`src/rtl/calc_pkg.sv`:
```
// Shared types and constants for the calculator command sequencer.
package calc_pkg;

    typedef enum logic [1:0] {
        ST_ERRO  = 2'b00,
        ST_BUSY  = 2'b01,
        ST_READY = 2'b10
    } calc_status_e;

    localparam logic [3:0] CMD_ADD  = 4'b1010;
    localparam logic [3:0] CMD_SUB  = 4'b1011;
    localparam logic [3:0] CMD_MUL  = 4'b1100;
    localparam logic [3:0] CMD_EQ   = 4'b1110;
    localparam logic [3:0] CMD_BKSP = 4'b1111;

    typedef enum logic [1:0] {
        S_IDLE       = 2'b00,
        S_WAIT_BUSY  = 2'b01,
        S_WAIT_READY = 2'b10,
        S_FAULT      = 2'b11
    } seq_state_e;

endpackage

```
`src/rtl/calc_cmd_fifo.sv`:
```
// Synchronous FIFO for keypad command codes; flush empties it in one edge.
module calc_cmd_fifo #(
    parameter int DEPTH = 4,
    parameter int WIDTH = 4
) (
    input  logic                     clock,
    input  logic                     reset,
    input  logic                     push,
    input  logic                     pop,
    input  logic                     flush,
    input  logic [WIDTH-1:0]         din,
    output logic [WIDTH-1:0]         dout,
    output logic [$clog2(DEPTH):0]   count,
    output logic                     full,
    output logic                     empty
);
    localparam int AW = $clog2(DEPTH);

    logic [WIDTH-1:0] r_mem [DEPTH];
    logic [AW-1:0]    r_wr_ptr;
    logic [AW-1:0]    r_rd_ptr;
    logic [AW:0]      r_count;
    logic             w_do_push;
    logic             w_do_pop;

    assign full      = (r_count == (AW+1)'(DEPTH));
    assign empty     = (r_count == '0);
    assign count     = r_count;
    assign dout      = r_mem[r_rd_ptr];
    assign w_do_push = push && !full;
    assign w_do_pop  = pop && !empty;

    // Pointers are exactly AW bits wide so they wrap modulo DEPTH for free.
    always_ff @(posedge clock) begin
        if (reset || flush) begin
            r_wr_ptr <= '0;
            r_rd_ptr <= '0;
            r_count  <= '0;
        end else begin
            if (w_do_push) r_wr_ptr <= r_wr_ptr + 1'b1;
            if (w_do_pop)  r_rd_ptr <= r_rd_ptr + 1'b1;
            if (w_do_push && !w_do_pop)      r_count <= r_count + 1'b1;
            else if (!w_do_push && w_do_pop) r_count <= r_count - 1'b1;
        end
    end

    always_ff @(posedge clock) begin
        if (w_do_push && !reset && !flush) r_mem[r_wr_ptr] <= din;
    end

endmodule

```
`src/rtl/calc_cmd_sequencer.sv`:
```
// Issues buffered keypad commands to the calculator datapath, paced by its status.
// Optional statistics outputs are enabled by CALC_CMD_SEQUENCER_STATS_EN.
module calc_cmd_sequencer
    import calc_pkg::*;
#(
    parameter int DEPTH   = 4,
    parameter int TIMEOUT = 64,
    parameter int CNT_W   = 8
) (
    input  logic                     clock,
    input  logic                     reset,
    input  logic                     key_valid,
    input  logic [3:0]               key_code,
    output logic                     key_ready,
    input  logic [1:0]               calc_status,
    output logic [3:0]               cmd,
    output logic                     cmd_strobe,
    output logic [$clog2(DEPTH):0]   fifo_count,
    output logic                     fault,
    output logic                     timeout,
    output logic                     overflow,
`ifdef CALC_CMD_SEQUENCER_STATS_EN
    output logic [CNT_W-1:0]         issued_count,
    output logic [$clog2(DEPTH):0]   max_fill,
`endif
    output seq_state_e               dbg_state
);
    localparam int TW = $clog2(TIMEOUT) + 1;

    seq_state_e              r_state;
    seq_state_e              w_next;
    logic [TW-1:0]           r_timer;
    logic [3:0]              r_cmd;
    logic                    r_strobe;
    logic                    r_timeout;
    logic                    r_overflow;
    logic                    w_issue;
    logic                    w_timer_inc;
    logic                    w_to_timeout;
    logic                    w_full;
    logic                    w_empty;
    logic [3:0]              w_head;
    logic [$clog2(DEPTH):0]  w_count;

    // Handshake: a key transfers on any edge where key_valid && key_ready.
    assign key_ready  = !w_full && (r_state != S_FAULT) && !reset;
    assign cmd        = r_cmd;
    assign cmd_strobe = r_strobe;
    assign fifo_count = w_count;
    assign fault      = (r_state == S_FAULT);
    assign timeout    = r_timeout;
    assign overflow   = r_overflow;
    assign dbg_state  = r_state;

    calc_cmd_fifo #(.DEPTH(DEPTH), .WIDTH(4)) u_fifo (
        .clock (clock),
        .reset (reset),
        .push  (key_valid && key_ready),
        .pop   (w_issue),
        .flush (w_next == S_FAULT),
        .din   (key_code),
        .dout  (w_head),
        .count (w_count),
        .full  (w_full),
        .empty (w_empty)
    );

    always_comb begin
        w_next       = r_state;
        w_issue      = 1'b0;
        w_timer_inc  = 1'b0;
        w_to_timeout = 1'b0;
        case (r_state)
            S_IDLE: begin
                if (calc_status == ST_ERRO) begin
                    w_next = S_FAULT;
                end else if (calc_status == ST_READY && !w_empty) begin
                    w_issue = 1'b1;
                    w_next  = S_WAIT_BUSY;
                end
            end
            S_WAIT_BUSY: begin
                // Reserved status 11 counts as an acknowledgement just like BUSY.
                if (calc_status == ST_ERRO) begin
                    w_next = S_FAULT;
                end else if (calc_status != ST_READY) begin
                    w_next = S_WAIT_READY;
                end else if (r_timer == TW'(TIMEOUT - 1)) begin
                    w_next       = S_FAULT;
                    w_to_timeout = 1'b1;
                end else begin
                    w_timer_inc = 1'b1;
                end
            end
            S_WAIT_READY: begin
                if (calc_status == ST_READY)     w_next = S_IDLE;
                else if (calc_status == ST_ERRO) w_next = S_FAULT;
            end
            default: w_next = S_FAULT;
        endcase
    end

    always_ff @(posedge clock) begin
        if (reset) begin
            r_state    <= S_IDLE;
            r_timer    <= '0;
            r_cmd      <= '0;
            r_strobe   <= 1'b0;
            r_timeout  <= 1'b0;
            r_overflow <= 1'b0;
        end else begin
            r_state  <= w_next;
            r_strobe <= w_issue;
            if (w_issue) begin
                r_cmd   <= w_head;
                r_timer <= '0;
            end else if (w_timer_inc) begin
                r_timer <= r_timer + 1'b1;
            end
            if (w_to_timeout)             r_timeout  <= 1'b1;
            if (key_valid && !key_ready)  r_overflow <= 1'b1;
        end
    end

`ifdef CALC_CMD_SEQUENCER_STATS_EN
    logic [CNT_W-1:0]        r_issued;
    logic [$clog2(DEPTH):0]  r_max_fill;

    assign issued_count = r_issued;
    assign max_fill     = r_max_fill;

    always_ff @(posedge clock) begin
        if (reset) begin
            r_issued   <= '0;
            r_max_fill <= '0;
        end else begin
            if (w_issue && (r_issued != '1)) r_issued <= r_issued + 1'b1;
            if (w_count > r_max_fill)        r_max_fill <= w_count;
        end
    end
`endif

endmodule

```
`config.mk`:
```
export PLATFORM = sky130hd
export DESIGN_NAME = calc_cmd_sequencer
export DESIGN_NICKNAME = d
export VERILOG_FILES = /design/src/rtl/calc_pkg.sv /design/src/rtl/calc_cmd_fifo.sv /design/src/rtl/calc_cmd_sequencer.sv
export SDC_FILE = /design/constraint.sdc
export NUM_CORES = 1
export LEC_CHECK = 0
export ABC_AREA = 1
export CAP_MARGIN = 20
export CORE_ASPECT_RATIO = 1.2
export CORE_MARGIN = 10
export CORE_UTILIZATION = 24
export CTS_BUF_LIST = sky130_fd_sc_hd__clkbuf_8
export DETAILED_ROUTE_END_ITERATION = 16
export PLACE_DENSITY = 0.48
export SYNTH_ARGS = -nofsm -noshare
export SYNTH_HDL_FRONTEND = slang
export SYNTH_SLANG_ARGS = --single-unit
```
`constraint.sdc`:
```
create_clock -name clock -period 3.5 [get_ports clock]
set_input_delay 0.875 -clock clock [delete_from_list [all_inputs] [get_ports clock]]
set_output_delay 0.875 -clock clock [all_outputs]
set_load 0.05 [all_outputs]
```
==> results.yml, run 1 <==
yosys:
  yosysTopAreaCell: "edfxtp_1"
  synth_cell_types: 28
  synthesis.area_sq_um: 1830
  synthTopCellsByArea: "edfxtp_1, dfxtp_1, nand2_1"
  synth_nets: 212
  synth-seq-cells: 39
  netlist_instances: 196
  yosysWarnings: 0
  netlist.area_leader.share_pct: 26.3
  avgSynthCellArea_sq_um: 9.33
  ys_seq_area_share_pct: 51.5
cells_and_area:
  synthToLayoutAreaGrowth_pct: 23.1
  drive_gt1_share_pct: 19.1
  final_common_cell: "nand2_1"
  final_cell_mix: "nand2_1, inv_1, dfxtp_1"
  final_area_sq_um: 2250
  antenna_cells: 0
  fin_nets: 240
floorplan:
  die-area_sq_um: 11500
  coreArea_sq_um: 7320
  die_h_um: 116
  start_util_pct: 25.0
  die_x_um: 99.7
  num_rows: 34
  ios: 23
clocking:
  clk_pin_slew_ps: 80
  cts_hold_buf: 0
  htree_num_levels: 2
  ctsResizeCount: 0
  cts_buffer_depth: 2
  cts.sinks: 39
  post-cts-setup-buffers: 0
  numCtsBuffers: 5
  cts_root_buffer: "clkbuf_8"
  cts_tree: "built"
  clk_latency_ps: 290
place:
  hpwl_mm: 2.73
  placed_cell_area_sq_um: 2170
  portBuffers: 22
  gp_congestion: 0.717
  pre_cts_slack_ps: 444
worst_setup_path:
  end_kind: "output port"
  cp-start-kind: "primary input"
  critical_path_class: "in -> out"
  cp_top_family: "buffers and inverters"
  max_stage_delay_ps: 520
  slowest_stage: "clkdlybuf4s50_1"
  cp_num_buf_inv: 4
  required_ps: 2620
  crit_fanout: 5
  crit_chain: "clkdlybuf4s50_1 > inv_2 > nand3_1 > inv_1 > buf_12"
  arrival_ps: 1980
power_and_ir_drop:
  ir_drop_v: 0.000185
  power_frac_comb_pct: 22.2
  power_frac_clock_pct: 28.1
  p_leak_nw: 0.852
  p_sw_uw: 321
  seq_power_share_pct: 49.7
  swShare_pct: 31.0
  p_int_uw: 716
  power.density_nw_per_um2: 460
grt:
  grt_remaining_overflow: 0
  grt_max_degree: 13
  grt_first_pass_wirelength_mm: 6.20
  grtUsageTotal_pct: 6.62
  antenna_found_initial: 0
  grt_pass1_vias: 1308
timing:
  slew_viol_final: 0
  worst_slew_pin_slew_ps: 516
  fin_crit_sh_pct: 81.5
  rsz0062_at_grt: "no"
  slew-limit-headroom_pct: 65.5
  setup_tns_ps: 0
  finClkSkew_ps: 8.00
  hold_viol_final: 0
  setup_viol: 0
  whs_ps: 454
  final.setup.worst_slack_ps: 647
  layout_min_cycle_time_ps: 2850
  fmax_ghz: 0.350
drt:
  drtAntennaViolNets: 0
  vias_per_cell: 4.04
  finalWirelength_mm: 3.52
  firstDrtPassIters: 3
  via_count: 1272
  drcViolationCount: 0
  wire_per_inst_um: 11.2
  drt-initial-drc-count: 59
status:
  status: "finished clean"
hold_path:
  hp-class: "reg -> reg"
job:
  drv_cap: 0
-- tightest hold or removal path: stages, from the launching register on --
cell,delay (ps)
dfxtp_1,320
nand2_1,60
nor2_1,30
-- synth_stat cells (all sizes together) --
master and instances:
a21oi 11, a31oi 1, buf 1, dfxtp 23, edfxtp 16, fa 1
ha 6, inv 32, mux2i 1, nand2 39, nand3 6, nand3b 2
nand4 2, nor2 28, o21ai 17, o22a 4, xnor2 1, xor2 5
-- kinds of logic (layout without fill, tap and decap cells) --
kind of cell	after synthesis	in the layout	share of synthesized area, %
simple gates	77	77	22.9
xor+xnor	6	6	2.87
mux	1	1	0.548
fa+ha+maj	7	7	5.20
flops	39	39	51.5
compound gates	33	33	10.1
buf+inv	33	62	6.84
-- metal layers --
layer	up-vias	part of all wire (%)	global-route usage [%]
met5	-	0	0
met1	569	44	7.42
met2	15	52	11.2
met3	2	3.2	1.97
met4	0	1.4	3.16
li1	686	-	-
-- path summary, 6_finish.rpt --
check,from,to,slack (ps),cells after the start
worst min register to register,r_timer[6],r_timer[6],450,2
worst max register to register,u_fifo.count[0],u_fifo.count[2],1470,11
worst max-delay path,reset,key_ready,650,5
worst min-delay path,r_timer[6],r_timer[6],450,2
-- flip-flops by register name, summed over array words and instances, names as in the netlist --
signal	flops
overflow	1
u_fifo.r_mem	16
cmd_strobe	1
u_fifo.r_wr_ptr	2
cmd	4
r_timer	7
timeout	1
dbg_state	2
u_fifo.count	3
u_fifo.r_rd_ptr	2
-- final cells by class --
class | instances | area, sq um
flip-flops and latches | 39 | 941
fillers | 785 | 5070
clock buffers | 5 | 68.8
inverters | 32 | 120
multi-input cells | 124 | 762
repair buffers | 22 | 230
well taps | 90 | 113
clock inverters | 3 | 16.3
-- metrics by stage --
stage,std cells,power [mW],util [%]
after floorplan,196,0.686,-
after global placement,307,0.761,29.6
after detailed placement,307,0.758,29.6
after CTS,315,1.06,30.8
after global routing,315,1.10,30.8
final,315,1.04,30.8
-- power by group through the flow --
stage / sequential, mW / clock, mW / combinational (mW)
6_report: 0.515 / 0.291 / 0.230
5_1_grt: 0.519 / 0.328 / 0.252
4_1_cts: 0.516 / 0.306 / 0.234
3_5_place_dp: 0.526 / 0 / 0.232
3_3_place_gp: 0.526 / 0 / 0.234
2_1_floorplan: 0.566 / 0 / 0.119
Note: power is estimated with default switching activity, not from simulation.
==> run 2, diff against run 1 <==
--- a/config.mk
+++ b/config.mk
@@ -12,7 +12,7 @@
 export CORE_UTILIZATION = 24
 export CTS_BUF_LIST = sky130_fd_sc_hd__clkbuf_8
 export DETAILED_ROUTE_END_ITERATION = 16
-export PLACE_DENSITY = 0.48
+export PLACE_DENSITY = 0.49
 export SYNTH_ARGS = -nofsm -noshare
 export SYNTH_HDL_FRONTEND = slang
 export SYNTH_SLANG_ARGS = --single-unit
==> constraint.sdc (replaced) <==
create_clock -name clock -period 2.5 [get_ports clock]
set_input_delay 0.625 -clock clock [delete_from_list [all_inputs] [get_ports clock]]
set_output_delay 0.625 -clock clock [all_outputs]
set_load 0.05 [all_outputs]
==> run 2 against run 1 <==
  * Worst hold slack got worse by 6.8 ps
  * Final cell count increased by 3.2%
  * Utilization increased by 1.8 points
  * Power increased by 62%
  * Largest power group unchanged
  * Sequential power increased by 40%
  * Clock power increased by 110%
  * Non-clock buffer count increased by 10
==> results.yml, run 2 (synthesized netlist as in run 1, its figures left out) <==
cells_and_area:
  antenna_cells: 0
  final.fill_count: 781
  largest_reg_flops: 16
  final_area_sq_um: 2380
  top_register: "u_fifo.r_mem"
  drive_gt1_share_pct: 23.0
  final_common_cell: "nand2_1"
  fin_nets: 250
  multi_input_area_sq_um: 762
  final_cell_mix: "nand2_1, inv_1, dfxtp_1"
  postLayoutCoreUtil_pct: 32.5
  synthToLayoutAreaGrowth_pct: 30.2
  layout.area.seq_sq_um: 941
worst_setup_path:
  cp_top_family: "buffers and inverters"
  crit_path_start: "reset"
  arrival_ps: 1660
  crit_fanout: 4
  cp-start-kind: "primary input"
  r2r-end: "u_fifo.count[2]"
  max_stage_delay_ps: 500
  critical_path_class: "in -> out"
  required_ps: 1880
  rr_startpoint: "u_fifo.count[0]"
  slowest_stage: "clkdlybuf4s50_1"
  ff2ff_setup_slack_ps: 590
  crit_chain: "clkdlybuf4s50_1 > inv_2 > buf_4 > nand3_1 > inv_1 > buf_12"
  reg2reg_depth: 11
  cp_num_buf_inv: 5
  end_kind: "output port"
clocking:
  htree_num_levels: 2
  clk_pin_slew_ps: 80
  numCtsBuffers: 5
  post-cts-setup-buffers: 0
  ctsResizeCount: 0
  cts_root_buffer: "clkbuf_8"
  cts_tree: "built"
  cts.sinks: 39
  clk_latency_ps: 280
  cts_buffer_depth: 2
  cts_hold_buf: 0
timing:
  hold_viol_final: 0
  setup_tns_ps: 0
  fmax_ghz: 0.437
  rsz0062_at_grt: "no"
  slew-limit-headroom_pct: 65.9
  worst_slew_pin_slew_ps: 510
  setup_viol: 0
  slew_viol_final: 0
  fin_crit_sh_pct: 91.5
  finClkSkew_ps: 5.02
  layout_min_cycle_time_ps: 2290
drt:
  drcViolationCount: 0
  finalWirelength_mm: 3.51
  drtAntennaViolNets: 0
  via_count: 1324
  vias_per_cell: 4.07
  firstDrtPassIters: 4
  wire_per_inst_um: 10.8
  drt-initial-drc-count: 41
place:
  hpwl_mm: 2.79
  portBuffers: 22
  gp_congestion: 0.703
  placed_cell_area_sq_um: 2240
job:
  drv_cap: 0
hold_path:
  hold_path_depth: 2
  hold_end: "r_timer[6]"
  hp-class: "reg -> reg"
  hp-start: "r_timer[6]"
power_and_ir_drop:
  power.density_nw_per_um2: 705
  swShare_pct: 27.2
  power_frac_clock_pct: 36.9
  p_leak_nw: 0.936
  power_frac_comb_pct: 20.0
  ir_drop_v: 0.000199
  p_int_mw: 1.22
  p_sw_uw: 456
  seq_power_share_pct: 43.0
floorplan:
  die_x_um: 99.7
  num_rows: 34
  die_h_um: 116
  ios: 23
  die-area_sq_um: 11500
  coreArea_sq_um: 7320
  start_util_pct: 25.0
grt:
  grtUsageTotal_pct: 6.65
  grt_max_degree: 14
  grt_remaining_overflow: 0
  grt_pass1_vias: 1325
  antenna_found_initial: 0
  grt_first_pass_wirelength_mm: 6.27
status:
  status: "finished clean"
## run 2: cell types whose count changed in the layout (fill, tap and decap cells not counted)
cell             before  now
buf_4                 0   10
inv_1                26   25
bufinv_16             0    2
clkinv_2              1    0
clkdlybuf4s50_1      21   20
dlymetal6s2s_1        0    1
## run 2: layout make-up
type / count / area share (%)
clock buffers: 5 / 2.89
flip-flops and latches: 39 / 39.5
inverters: 32 / 5.05
repair buffers: 32 / 12.9
multi-input cells: 124 / 32.0
clock inverters: 3 / 2.84
well taps: 90 / 4.73
## run 2: worst max-delay path by stage
stage                     slack (ps)               to  cells after the start
after detailed placement         -20  u_fifo.count[2]                     12
after global placement            10  u_fifo.count[2]                     12
after global routing             150        key_ready                      6
final                            210        key_ready                      6
after CTS                         90            fault                      3
after floorplan                  250  u_fifo.count[2]                     11
## run 2: power groups by stage
stage / registers, mW / logic (mW) / clock network (mW)
2_1_floorplan: 0.793 / 0.167 / 0
3_3_place_gp: 0.739 / 0.343 / 0
3_5_place_dp: 0.738 / 0.340 / 0
4_1_cts: 0.724 / 0.343 / 0.631
5_1_grt: 0.728 / 0.372 / 0.668
6_report: 0.722 / 0.336 / 0.620
## run 2: metal layers
layer,wire [um],track usage (%),vias to the layer above
met5,0,0,-
met4,62,2.87,0
met3,120,2.03,4
met2,1850,11.4,14
met1,1480,7.42,599
li1,-,-,707
## run 2: worst reg2reg max path, delay by kind of cell, from the launching register on
| family | cells | cell delay [ps] |
|---|---|---|
| xor+xnor | 1 | 170 |
| fa+ha+maj | 2 | 500 |
| flops | 1 | 420 |
| buf+inv | 3 | 220 |
| simple gates | 3 | 270 |
| compound gates | 2 | 250 |
## run 2: metrics by stage
step                cells  worst slack (ps)  hold slack [ps]  total power, mW
finish                325               211              448             1.68
global route          325               151              458             1.77
CTS                   325              92.0              452             1.70
detailed placement    317             -19.1              439             1.08
global placement      317              12.6              441             1.08
floorplan             196               249              429            0.960
